[config.mk]
export PLATFORM = sky130hd
export DESIGN_NAME = cap_rank_sequencer
export DESIGN_NICKNAME = d
export VERILOG_FILES = /design/src/rtl/cap_rank_sequencer.sv
export SDC_FILE = /design/constraint.sdc
export NUM_CORES = 1
export LEC_CHECK = 0
export ABC_AREA = 1
export CORE_MARGIN = 2
export CORE_UTILIZATION = 55
export CTS_CLUSTER_DIAMETER = 80
export DETAILED_ROUTE_END_ITERATION = 8
export PLACE_DENSITY = 0.8
export SLEW_MARGIN = 30
export SYNTH_ARGS = -nofsm -noshare
export SYNTH_HDL_FRONTEND = slang
export SYNTH_SLANG_ARGS = --single-unit
export TNS_END_PERCENT = 1
[constraint.sdc]
create_clock -name clk -period 7.3 [get_ports clk]
set_input_delay 0.73 -clock clk [delete_from_list [all_inputs] [get_ports clk]]
set_output_delay 0.73 -clock clk [all_outputs]
set_load 0.005 [all_outputs]
[src/rtl/cap_rank_sequencer.sv]
// Capacitor-voltage rank sorter for one MMC arm.
// Loads N float32 cell voltages, resolves every pair sequentially (one per
// cycle) into per-cell ranks (0 = largest magnitude), then turns the ranks
// into an insertion mask according to arm current direction.
module cap_rank_sequencer #(
  parameter int N     = 8,
  parameter int IDX_W = 3,
  parameter int W     = 32
) (
  input  logic                 clk,
  input  logic                 rst_n,
  input  logic                 v_valid,
  output logic                 v_ready,
  input  logic [W-1:0]         v_data,
  input  logic [IDX_W:0]       n_on,
  input  logic                 arm_dir,
  output logic [N-1:0]         gate_mask,
  output logic [N*IDX_W-1:0]   rank_flat,
  output logic                 done,
  output logic                 busy
);

  typedef enum logic [1:0] {IDLE, LOAD, COMPARE, MASK} state_t;

  localparam logic [IDX_W-1:0] LAST_CELL = IDX_W'(N - 1);
  localparam logic [IDX_W-1:0] LAST_I    = IDX_W'(N - 2);
  localparam logic [IDX_W:0]   N_W       = (IDX_W + 1)'(N);

  state_t                       state;
  // Only magnitudes are kept; the sign never takes part in the ordering.
  logic [N-1:0][W-2:0]          v_mag;
  logic [N-1:0][IDX_W-1:0]      rank_acc;
  logic [IDX_W-1:0]             load_cnt;
  logic [IDX_W-1:0]             pi, pj;
  logic [IDX_W:0]               n_on_q;
  logic                         dir_q;
  logic                         accept;
  logic                         c_ij;
  logic [IDX_W:0]               n_eff;
  logic [IDX_W:0]               hi_thr;
  logic [N-1:0]                 mask_nxt;
  logic                         unused_sign;

  assign unused_sign = v_data[W-1];
  assign v_ready     = (state == IDLE) || (state == LOAD);
  assign busy        = (state == COMPARE) || (state == MASK);
  assign accept      = v_valid && v_ready;

  // Exponent-then-mantissa unsigned compare equals one raw magnitude compare.
  // Ties give c_ij=0, so the lower index is treated as the larger cell.
  assign c_ij = v_mag[pi] < v_mag[pj];

  // Insertion mask from final ranks; n_on beyond N saturates to all cells.
  always_comb begin
    n_eff    = (n_on_q > N_W) ? N_W : n_on_q;
    hi_thr   = N_W - n_eff;
    mask_nxt = '0;
    for (int k = 0; k < N; k++) begin
      if (dir_q) mask_nxt[k] = ({1'b0, rank_acc[k]} >= hi_thr);
      else       mask_nxt[k] = ({1'b0, rank_acc[k]} <  n_eff);
    end
  end

  // Sequencer FSM: load, pairwise compare/accumulate, then publish results.
  always_ff @(posedge clk or negedge rst_n) begin
    if (!rst_n) begin
      state     <= IDLE;
      v_mag     <= '0;
      rank_acc  <= '0;
      load_cnt  <= '0;
      pi        <= '0;
      pj        <= '0;
      n_on_q    <= '0;
      dir_q     <= 1'b0;
      gate_mask <= '0;
      rank_flat <= '0;
      done      <= 1'b0;
    end else begin
      done <= 1'b0;
      case (state)
        IDLE: begin
          if (accept) begin
            v_mag[0] <= v_data[W-2:0];
            load_cnt <= IDX_W'(1);
            state    <= LOAD;
          end
        end
        LOAD: begin
          if (accept) begin
            v_mag[load_cnt] <= v_data[W-2:0];
            if (load_cnt == LAST_CELL) begin
              state    <= COMPARE;
              n_on_q   <= n_on;
              dir_q    <= arm_dir;
              rank_acc <= '0;
              pi       <= '0;
              pj       <= IDX_W'(1);
              load_cnt <= '0;
            end else begin
              load_cnt <= load_cnt + IDX_W'(1);
            end
          end
        end
        COMPARE: begin
          for (int k = 0; k < N; k++) begin
            if (pi == IDX_W'(k))
              rank_acc[k] <= rank_acc[k] + IDX_W'(c_ij);
            else if (pj == IDX_W'(k))
              rank_acc[k] <= rank_acc[k] + IDX_W'(!c_ij);
          end
          if (pj == LAST_CELL) begin
            if (pi == LAST_I) begin
              state <= MASK;
            end else begin
              pi <= pi + IDX_W'(1);
              pj <= pi + IDX_W'(2);
            end
          end else begin
            pj <= pj + IDX_W'(1);
          end
        end
        MASK: begin
          gate_mask <= mask_nxt;
          rank_flat <= rank_acc;
          done      <= 1'b1;
          state     <= IDLE;
        end
        default: state <= IDLE;
      endcase
    end
  end

endmodule
==> flow_metrics.tcl <==
set metrics [dict create \
    status "finished clean" \
    setup-violations-final 0 \
    power.net_switching_mw 3.80 \
    clk_pin_slew_ns 0.06 \
    num_rows 66 \
    track_usage 0.283 \
    synth-compound-area-share 0.268 \
    postRouteAntennaNets 0 \
    yosys.area.top_type "dfrtp_1" \
    grt_start_max_net_pins 158 \
    h-tree-depth 2 \
    clk_latency_ns 0.52 \
    nets 2445 \
    regArea_um2 8050 \
    drt_first_iter_violations 1632 \
    grt_pass1_vias 15700 \
    drv_cap 0 \
    layout_min_cycle_time_ns 4.95 \
    synth_area_um2 18100 \
    tns_ns 0 \
    synth_top_cell_area_share 0.445 \
    rsz0062_at_grt "false" \
    postCtsHoldBufs 0 \
    drive_gt1_frac 0.0465 \
    r2r_start "pj[0]$_DFFE_PN0P_" \
    path_class "register to register" \
    intPower_mw 5.15 \
    initial_utilization 0.557 \
    layout_common_cells "578 x o21ai_0, 382 x nand2_1, 317 x dfrtp_1, 202 x a21oi_1, 196 x inv_1" \
    yosysWarnings 0 \
    via_per_inst 5.97 \
    met2_usage 0.470 \
    p_leak_nw 9.17 \
    antenna_found_initial 0 \
    timing.rr.end "rank_acc[11]$_DFFE_PN0P_" \
    yosysSeqAreaShare 0.445 \
    nFillCells 2752 \
    syn_area_per_cell_um2 7.78 \
    min_path_type "input port to async pin" \
    synth_top_family_by_area "compound AO/OA/AOI/OAI gates" \
    vias 16500 \
    grt_util_met3 0.0436 \
    io_pins 75 \
    cp-start-kind "register" \
    clock_skew_ns 0.0171 \
    drcViolationCount 0 \
    dpl.hpwl_um 27500 \
    synthArstFlopShare 1.00 \
    cts_tree "built" \
    wl_um 47900 \
    cts.sinks 321 \
    syn_nets 2467 \
    wire_per_inst_um 17.3 \
    end_kind "register" \
    mostFrequentLayoutCell "o21ai_0" \
    p_seq_frac 0.331 \
    p_comb_frac 0.457 \
    core-area_um2 32500 \
    hold_viol 0 \
    gp_congestion 0.812 \
    syn2layout_area_growth_pct 11.9 \
    port_buffers 73 \
    synth_edf_count 0 \
    synthFlopType "dfrtp_1" \
    synth-seq-cells 321 \
    numCtsBuffers 36 \
    dr.pass1.iters 6 \
    synth_fa_ha_area_frac 0.0727 \
    peakVddDrop_mv 0.267 \
    yosys.area_share.simple 0.133 \
    grt_pass1_wl_um 78800 \
    die_height_um 185 \
    clockBufferDepth 3 \
    power_density_nw_per_um2 442 \
    p_clk_frac 0.212 \
    period_share 0.677 \
    root_buffer "clkbuf_16" \
    grtUsageMet1 0.370 \
    fmax_mhz 202 \
    antenna_cells 0 \
    synth.mux.area_fraction 0.00249 \
    cts_resized 0 \
    synthXorXnorAreaFrac 0.00339 \
    rr_worst_depth 16 \
    synth_cell_types 40 \
    relSlewSlack 0.342 \
    gr-total-overflow 0 \
    cp_data_required_time_ns 7.69 \
    r2r_slack_ns 2.35 \
    finalWorstSetupSlack_ns 2.35 \
    die_area_um2 34300 \
    die_w_um 185 \
    multi_input_area_um2 8700 \
    swShare 0.425 \
    post-cts-setup-buffers 0 \
    tightest_slew_ns 0.985 \
    dp_slack_ns 2.44 \
    grt.busiest_layer "met2" \
    ys_top_cells_by_area "dfrtp_1 44%, o21ai_0 16%, nand2_1 8.1%" \
    synthCells 2322 \
    slew_viol_final 0 \
    critPathMaxFanout 103 \
    cp.arrival_ns 5.34 \
]
## metrics by stage
step	utilization	hold WS (ns)	total power, mW	cell area [µm²]	instances
after CTS	0.623	0.208	8.92	20200	2766
after detailed placement	0.585	0.473	6.98	19000	2704
after floorplan	-	0.434	5.76	18100	2322
after global routing	0.623	0.239	9.74	20200	2766
final	0.623	0.197	8.94	20200	2766
after global placement	0.585	0.466	6.78	19000	2704
## per-layer routing
metal  vias up  wire length [µm]  share of wire
li1       7815                 -              -
met1      7824             19900           0.42
met2       738             22700           0.47
met3       129              3800          0.079
met4         0              1530          0.032
met5         -                 0              0
## cell families after synthesis
group / Yosys count
buffers and inverters: 360
and+or+nand+nor: 609
muxes: 4
AOI/OAI and AO/OA: 916
xor gates and xnor gates: 7
DFF: 321
adders and majority gates: 105
## power groups by stage
stage               combinational, mW  sequential (mW)  clock, mW
global placement                 3.85             2.93          0
global route                     4.70             3.04       1.99
floorplan                        3.03             2.73          0
CTS                              4.06             2.94       1.92
detailed placement               4.02             2.96          0
finish                           4.09             2.96       1.89
## layout make-up
type                            instances  area share
Clock inverter                          8     0.00885
Clock buffer                           54      0.0520
Sequential cell                       321       0.398
Tap cell                              442      0.0274
Timing Repair Buffer                   96      0.0457
Multi-Input combinational cell       1641       0.430
Inverter                              204      0.0379
## cells in the mapped netlist (2+ instances only)
library cell,n
o21ai_0,578
nand2_1,388
dfrtp_1,321
a21oi_1,202
inv_1,197
nor2_1,149
clkbuf_1,116
ha_1,105
nand3_1,60
a31oi_1,32
o21ai_1,31
o211ai_1,30
buf_1,25
buf_2,12
a21boi_0,8
o21bai_1,8
o22a_1,8
xor2_1,6
a211oi_1,5
inv_2,5
mux2_2,4
nand4_1,4
o22ai_1,3
a211oi_2,2
buf_4,2
clkinv_1,2
nand2_4,2
nor3_1,2
o21a_1,2
o31ai_1,2
or2_2,2
## flip-flops by register name, indices dropped and copies added, names as in the netlist
signal,count
v_mag,248
n_on_q,4
rank_flat,24
pj,3
dir_q,1
state,2
pi,3
rank_acc,24
load_cnt,3
done,1
gate_mask,8
## how the worst max path moves through the flow
stage | to | start | cells after the start | slack [ns]
4_1_cts | rank_acc[19]$_DFFE_PN0P_ | pi[0]$_DFFE_PN0P_ | 18 | 2.41
3_3_place_gp | rank_acc[17]$_DFFE_PN0P_ | pj[0]$_DFFE_PN0P_ | 19 | 2.62
6_report | rank_acc[11]$_DFFE_PN0P_ | pj[0]$_DFFE_PN0P_ | 16 | 2.35
3_5_place_dp | rank_acc[19]$_DFFE_PN0P_ | pi[0]$_DFFE_PN0P_ | 18 | 2.44
2_1_floorplan | rank_acc[11]$_DFFE_PN0P_ | pi[0]$_DFFE_PN0P_ | 21 | 3.92
5_1_grt | rank_acc[23]$_DFFE_PN0P_ | pj[0]$_DFFE_PN0P_ | 19 | 2.03
## worst max-delay path, stage by stage (launching register included)
cell      delay (ns)
dfrtp_4         1.00
buf_4           0.87
o211ai_1        0.25
nand3_1         0.17
o21ai_0         0.12
ha_1            0.35
nand4_1         0.17
o221ai_1        0.25
a31oi_2         0.58
nand2_4         0.15
nand2_1         0.10
nand2_1         0.06
ha_1            0.19
ha_1            0.19
xor2_1          0.14
nand3_1         0.08
o21ai_0         0.08
No activity file was read; power rests on OpenSTA's default activity.
